**src/rtl/instr_sequencer_if.sv**
```systemverilog
// Instruction-ROM and ALU side bus of the instruction sequencer.
// master = sequencer, slave = ROM/ALU environment.
interface instr_sequencer_if;
    logic [7:0]  imem_addr;
    logic [15:0] imem_data;
    logic [4:0]  alu_op;
    logic [7:0]  alu_in1;
    logic [7:0]  alu_in2;
    logic [2:0]  alu_im;
    logic [7:0]  alu_im8;
    logic [7:0]  alu_res;
    logic        alu_jmp;

    modport master (
        output imem_addr, alu_op, alu_in1, alu_in2, alu_im, alu_im8,
        input  imem_data, alu_res, alu_jmp
    );

    modport slave (
        input  imem_addr, alu_op, alu_in1, alu_in2, alu_im, alu_im8,
        output imem_data, alu_res, alu_jmp
    );
endinterface

```
**src/rtl/instr_sequencer.sv**
```systemverilog
// Four-phase fetch/decode/execute/writeback sequencer driving the 8-bit ALU.
// Owns the PC and an 8x8 register file; ALU flags stay inside the ALU.
module instr_sequencer #(
    parameter int PC_W     = 8,
    parameter int RF_DEPTH = 8
) (
    input  logic                clock,
    input  logic                reset,
    input  logic                run,
    instr_sequencer_if.master   bus,
    output logic [7:0]          show_data,
    output logic                show_valid,
    output logic                instr_done,
    output logic [PC_W-1:0]     pc
);
    typedef enum logic [1:0] {
        S_FETCH,
        S_DECODE,
        S_EXEC,
        S_WB
    } state_e;

    state_e          state_q, state_d;
    logic [PC_W-1:0] pc_q, pc_d;
    logic [PC_W-1:0] addr_q, addr_d;
    logic [15:0]     ir_q, ir_d;
    logic [7:0]      rf_q [RF_DEPTH];
    logic [7:0]      rf_d [RF_DEPTH];
    logic [7:0]      in1_q, in1_d;
    logic [7:0]      in2_q, in2_d;
    logic [7:0]      show_q, show_d;
    logic            done;
    logic            shv;
    logic            alu_act;
    logic [4:0]      op;
    logic [2:0]      rd;

    assign op = ir_q[15:11];
    assign rd = ir_q[10:8];

    function automatic logic writes_rd(input logic [4:0] o);
        return o inside {[5'd1:5'd6], [5'd8:5'd16], 5'd20, 5'd21, 5'd30};
    endfunction

    function automatic logic is_show(input logic [4:0] o);
        return o inside {5'd19, 5'd31};
    endfunction

    always_comb begin
        state_d = state_q;
        pc_d    = pc_q;
        addr_d  = addr_q;
        ir_d    = ir_q;
        rf_d    = rf_q;
        in1_d   = in1_q;
        in2_d   = in2_q;
        show_d  = show_q;
        done    = 1'b0;
        shv     = 1'b0;
        unique case (state_q)
            S_FETCH: begin
                addr_d = pc_q;
                if (run) begin
                    state_d = S_DECODE;
                end
            end
            S_DECODE: begin
                // Operands are captured here so the ALU sees them in EXECUTE.
                ir_d    = bus.imem_data;
                in1_d   = rf_q[bus.imem_data[10:8]];
                in2_d   = rf_q[bus.imem_data[7:5]];
                state_d = S_EXEC;
            end
            S_EXEC: begin
                state_d = S_WB;
            end
            S_WB: begin
                done = 1'b1;
                if (writes_rd(op)) begin
                    rf_d[rd] = bus.alu_res;
                end
                if (is_show(op)) begin
                    shv    = 1'b1;
                    show_d = bus.alu_res;
                end
                pc_d    = bus.alu_jmp ? PC_W'(bus.alu_res) : pc_q + 1'b1;
                addr_d  = pc_d;
                in1_d   = '0;
                in2_d   = '0;
                state_d = S_FETCH;
            end
        endcase
    end

    always_ff @(posedge clock) begin
        if (reset) begin
            state_q <= S_FETCH;
            pc_q    <= '0;
            addr_q  <= '0;
            ir_q    <= '0;
            in1_q   <= '0;
            in2_q   <= '0;
            show_q  <= '0;
            for (int i = 0; i < RF_DEPTH; i++) begin
                rf_q[i] <= '0;
            end
        end else begin
            state_q <= state_d;
            pc_q    <= pc_d;
            addr_q  <= addr_d;
            ir_q    <= ir_d;
            in1_q   <= in1_d;
            in2_q   <= in2_d;
            show_q  <= show_d;
            rf_q    <= rf_d;
        end
    end

    assign alu_act = (state_q == S_EXEC) || (state_q == S_WB);

    assign bus.imem_addr = addr_q;
    assign bus.alu_op    = alu_act ? op : '0;
    assign bus.alu_im    = alu_act ? ir_q[2:0] : '0;
    assign bus.alu_im8   = alu_act ? ir_q[7:0] : '0;
    assign bus.alu_in1   = in1_q;
    assign bus.alu_in2   = in2_q;

    // A reset arriving in WRITEBACK suppresses the pulses of the aborted op.
    assign instr_done = done & ~reset;
    assign show_valid = shv & ~reset;
    assign show_data  = show_valid ? bus.alu_res : show_q;
    assign pc         = pc_q;
endmodule

```
**src/flat_wrapper.sv**
```systemverilog
// flat-port wrapper written by rule: the top's interface ports become plain ports
module instr_sequencer_flat 
#(
    parameter int PC_W     = 8,
    parameter int RF_DEPTH = 8
)
  (clock, reset, run, show_data, show_valid, instr_done, pc, bus_imem_addr, bus_alu_op, bus_alu_in1, bus_alu_in2, bus_alu_im, bus_alu_im8, bus_imem_data, bus_alu_res, bus_alu_jmp);
  instr_sequencer_if bus_i ();
  input  logic clock;
  input  logic reset;
  input  logic run;
  output logic [7:0] show_data;
  output logic show_valid;
  output logic instr_done;
  output logic [PC_W-1:0] pc;
  output wire logic [$bits(bus_i.imem_addr)-1:0] bus_imem_addr;
  output wire logic [$bits(bus_i.alu_op)-1:0] bus_alu_op;
  output wire logic [$bits(bus_i.alu_in1)-1:0] bus_alu_in1;
  output wire logic [$bits(bus_i.alu_in2)-1:0] bus_alu_in2;
  output wire logic [$bits(bus_i.alu_im)-1:0] bus_alu_im;
  output wire logic [$bits(bus_i.alu_im8)-1:0] bus_alu_im8;
  input wire logic [$bits(bus_i.imem_data)-1:0] bus_imem_data;
  input wire logic [$bits(bus_i.alu_res)-1:0] bus_alu_res;
  input wire logic [$bits(bus_i.alu_jmp)-1:0] bus_alu_jmp;
  assign bus_imem_addr = bus_i.imem_addr;
  assign bus_alu_op = bus_i.alu_op;
  assign bus_alu_in1 = bus_i.alu_in1;
  assign bus_alu_in2 = bus_i.alu_in2;
  assign bus_alu_im = bus_i.alu_im;
  assign bus_alu_im8 = bus_i.alu_im8;
  assign bus_i.imem_data = bus_imem_data;
  assign bus_i.alu_res = bus_alu_res;
  assign bus_i.alu_jmp = bus_alu_jmp;
  instr_sequencer #(.PC_W(PC_W), .RF_DEPTH(RF_DEPTH)) u_core (.clock(clock), .reset(reset), .run(run), .bus(bus_i), .show_data(show_data), .show_valid(show_valid), .instr_done(instr_done), .pc(pc));
endmodule
```
**config.mk**
```make
export PLATFORM = sky130hd
export DESIGN_NAME = instr_sequencer_flat
export DESIGN_NICKNAME = d
export VERILOG_FILES = /design/src/rtl/instr_sequencer_if.sv /design/src/rtl/instr_sequencer.sv /design/src/flat_wrapper.sv
export SDC_FILE = /design/constraint.sdc
export NUM_CORES = 1
export LEC_CHECK = 0
export CORE_AREA = 5 5 137 107
export CTS_BUF_LIST = sky130_fd_sc_hd__clkbuf_8
export CTS_CLUSTER_DIAMETER = 30
export DETAILED_ROUTE_END_ITERATION = 16
export DIE_AREA = 0 0 142 112
export GPL_TIMING_DRIVEN = 0
export PLACE_DENSITY = 0.79
export SLEW_MARGIN = 0
export SYNTH_ARGS = -nofsm -noshare
export SYNTH_HDL_FRONTEND = slang
export SYNTH_SLANG_ARGS = --single-unit
```
**constraint.sdc**
```tcl
create_clock -name clock -period 2 [get_ports clock]
set_clock_uncertainty 0.1 [all_clocks]
set_input_delay 0.5 -clock clock [delete_from_list [all_inputs] [get_ports clock]]
set_output_delay 0.5 -clock clock [all_outputs]
set_load 0.01 [all_outputs]
```
==> run summary <==
Outcome: finished, violations left
Failing checks: negative setup slack
Largest net degree at the start of global routing: 17
Int Power: 4.74 mW
First-pass GRT wire length: 30500 µm
Die area: 0.0159 mm²
Worst setup margin: -0.588 ns
Gr ovfl total: 0
Post-synth EDFFs: 0
Met2 wire len: 9080 µm
FF+latch count, synth: 122
Max Cap Violations: 0
Placed Cells: 900
Slew margin rel.: 57.1%
Non-filler cells in the finished layout: 953
Die W: 142 µm
Nets: 799
Slew @ Worst Pin: 0.643 ns
Hpwl dp: 13600 µm
Hold WS: 0.371 ns
Post-Syn Area: 0.00629 mm²
Residual DRC count: 0
Unrepaired setup endpoints after global routing: yes
Post-Place Setup Slack: -1.21 ns
Crit. End Element: primary output
GP Congestion: 0.982
Switching Fraction: 33.1%
Max Root-Sink Buffers: 2
TritonCTS Buffers: 17
PwrDens: 880 mW/mm²
Worst vdd ir: 0.000432 V
CP Class: reg2out
Vias in the first global route: 5680
Synth top area share: 38.8%
Routed wire length: 19400 µm
TNS Setup: -12.30 ns
Share of the yosys chip area belonging to registers: 38.8%
Final Max Slew Viols: 0
Initial core utilization: 47.5%
Initial antenna violation count: 0
YS warnings: 0
Site row count: 37
Synth area leader: dfxtp_1
Htree depth: 4
Area growth syn-to-layout: 28.1%
Hold Path Class: reg2reg
Highest Clock Rate: 0.386 GHz
Clock sinks: 122
CTS clk-pin slew, worst paths: 0.08 ns
Hold Buf Count CTS: 0
P_sw: 2.35 mW
Startpoint types: flop
WL/cell: 20.4 µm
Clk pwr share: 29.1%
Final hold violations: 0
Share of cells above drive strength 1: 21.5%
Post-Place Cell Area: 0.00732 mm²
Syn_nets: 681
Final ANT Viol Nets: 0
IO buf count: 78
Top FF cell, synth: dfxtp_1
Routed met3 length: 1760 µm
Die height: 112 µm
GRT Util Overall: 24.4%
Mapped Cells: 647
Critical Path AT: 1.99 ns
Fin crit period: 2.59 ns
Sequential share of power: 40.0%
Iter 0 DRT Violations: 561
Clk_lat worst skew: 0.45 ns
Design area: 0.00806 mm²
Drt via density: 5.89
Clk root buf: clkbuf_8
TritonCTS clock tree: yes
Worst-path fanout max: 5
Static leakage: 3.48 nW
Synth Area per Inst: 9.73 µm²
Fin crit share: 129%
Synth async-reset ratio: 0%
Fillers: 1080
Netlist cell types: 46
Wire length on met1: 8140 µm
DRT Pass-1 Iters: 5
Top post-synthesis cells by area: dfxtp_1, mux2i_1, nand2b_1
Io pins: 86
Diode count: 0
Via count: 5611
Combinational share of power: 30.9%
Highest metal used: met4
Final Setup Violations: 26
Worst path required time: 1.40 ns
CORE AREA: 0.0132 mm²
routing by layer:
metal | GRT usage, % | up-vias
li1 | - | 2552
met1 | 31.0 | 2715
met2 | 39.4 | 285
met3 | 7.94 | 59
met4 | 7.86 | 0
met5 | 0 | -
synthesized netlist by cell type, types with 2 or more instances:
cell       instances
a31oi_1            2
a311oi_1           2
mux2i_1          107
nand2b_1          73
nor2_1            46
o211ai_1          14
nand3_1           11
nor3b_1            2
dfxtp_1          122
nand4_1            2
clkbuf_1          28
a2111oi_0          9
nor2b_1           48
o21bai_1           2
buf_2             11
and3_1             4
a32o_1            13
a211oi_1          15
buf_1             13
nand4_2            2
o41ai_1            2
mux2_2            22
a21oi_1           21
inv_1              3
nand4b_1           3
buf_6              5
nand2_1           15
ha_1               6
a221oi_1          11
o21ai_0            5
buf_4              6
nor3_1             2
nand3_2            2
mux4_2             6
layout by cell type, fill, tap and decap left out, types with 15 or more instances in the layout:
cell type and n:
dfxtp_1 114, nor2b_1 44, nand2b_1 73, clkbuf_1 19, a211oi_1 15, mux2i_1 107
nand2_1 15, clkbuf_8 24, buf_4 17, a21oi_1 21, buf_6 29, buf_2 21
nor2_1 45, clkdlybuf4s50_1 39
final cells by class:
cell class | count | area (µm²) | share of cell area, %
multi-input cells | 458 | 3650 | 45.3
flip-flops and latches | 122 | 2460 | 30.5
repair buffers | 100 | 965 | 12.0
plain buffers | 62 | 380 | 4.72
clock buffers | 19 | 262 | 3.24
well taps | 175 | 219 | 2.72
clock inverters | 13 | 104 | 1.29
inverters | 4 | 18.8 | 0.233
power by group through the flow:
stage / sequential (mW) / combinational [mW] / clock [mW]
5_1_grt: 2.86 / 2.34 / 2.19
3_3_place_gp: 2.85 / 1.66 / 0
2_1_floorplan: 2.88 / 1.04 / 0
6_report: 2.84 / 2.20 / 2.06
4_1_cts: 2.83 / 2.09 / 2.07
3_5_place_dp: 2.87 / 1.73 / 0
kinds of logic after synthesis:
logic type      synth area share [%]
compound gates                  12.4
xor+xnor                       0.139
fa+ha+maj                       1.19
buf+inv                         5.17
flops                           38.8
mux                             23.1
simple gates                    19.1
worst max-delay path, cell delays in order (launching register included):
cell and delay (ns):
dfxtp_4 0.38, ha_4 0.15, nand4_1 0.14, nor3_4 0.25, buf_6 0.18, mux2_4 0.32
buf_6 0.12
what timing repair did:
| item | CTS | global route |
|---|---|---|
| pin swaps | 3 | 3 |
| cloned | 2 | 0 |
| gates resized for setup | 179 | 20 |
| setup buffers | 18 | 5 |
| setup endpoints to repair | 122 | 72 |
worst paths after layout:
kind                          from                    end  slack, ns  cells past startpoint
max              u_core.state_q[0]           show_data[2]      -0.59                      6
min          u_core.bus.alu_in1[4]  u_core.bus.alu_in1[4]       0.37                      1
max reg2reg        u_core.ir_q[14]         u_core.rf_q[2]       0.06                      6
min reg2reg  u_core.bus.alu_in1[4]  u_core.bus.alu_in1[4]       0.37                      1
sequential cells by signal (all words and copies together), names as in the netlist:
register	cells
u_core.rf_q	64
u_core.ir_q	16
u_core.bus.alu_in1	8
u_core.bus.alu_in2	8
u_core.bus.imem_addr	8
u_core.pc	8
u_core.show_q	8
u_core.state_q	2
per-stage QoR:
step           power, mW  util (%)
4_1_cts             6.99      60.5
5_1_grt             7.39      60.9
3_3_place_gp        4.51      55.3
6_report            7.10      60.9
3_5_place_dp        4.60      55.3
2_1_floorplan       3.92         -
(Power assumes the default switching activity.)
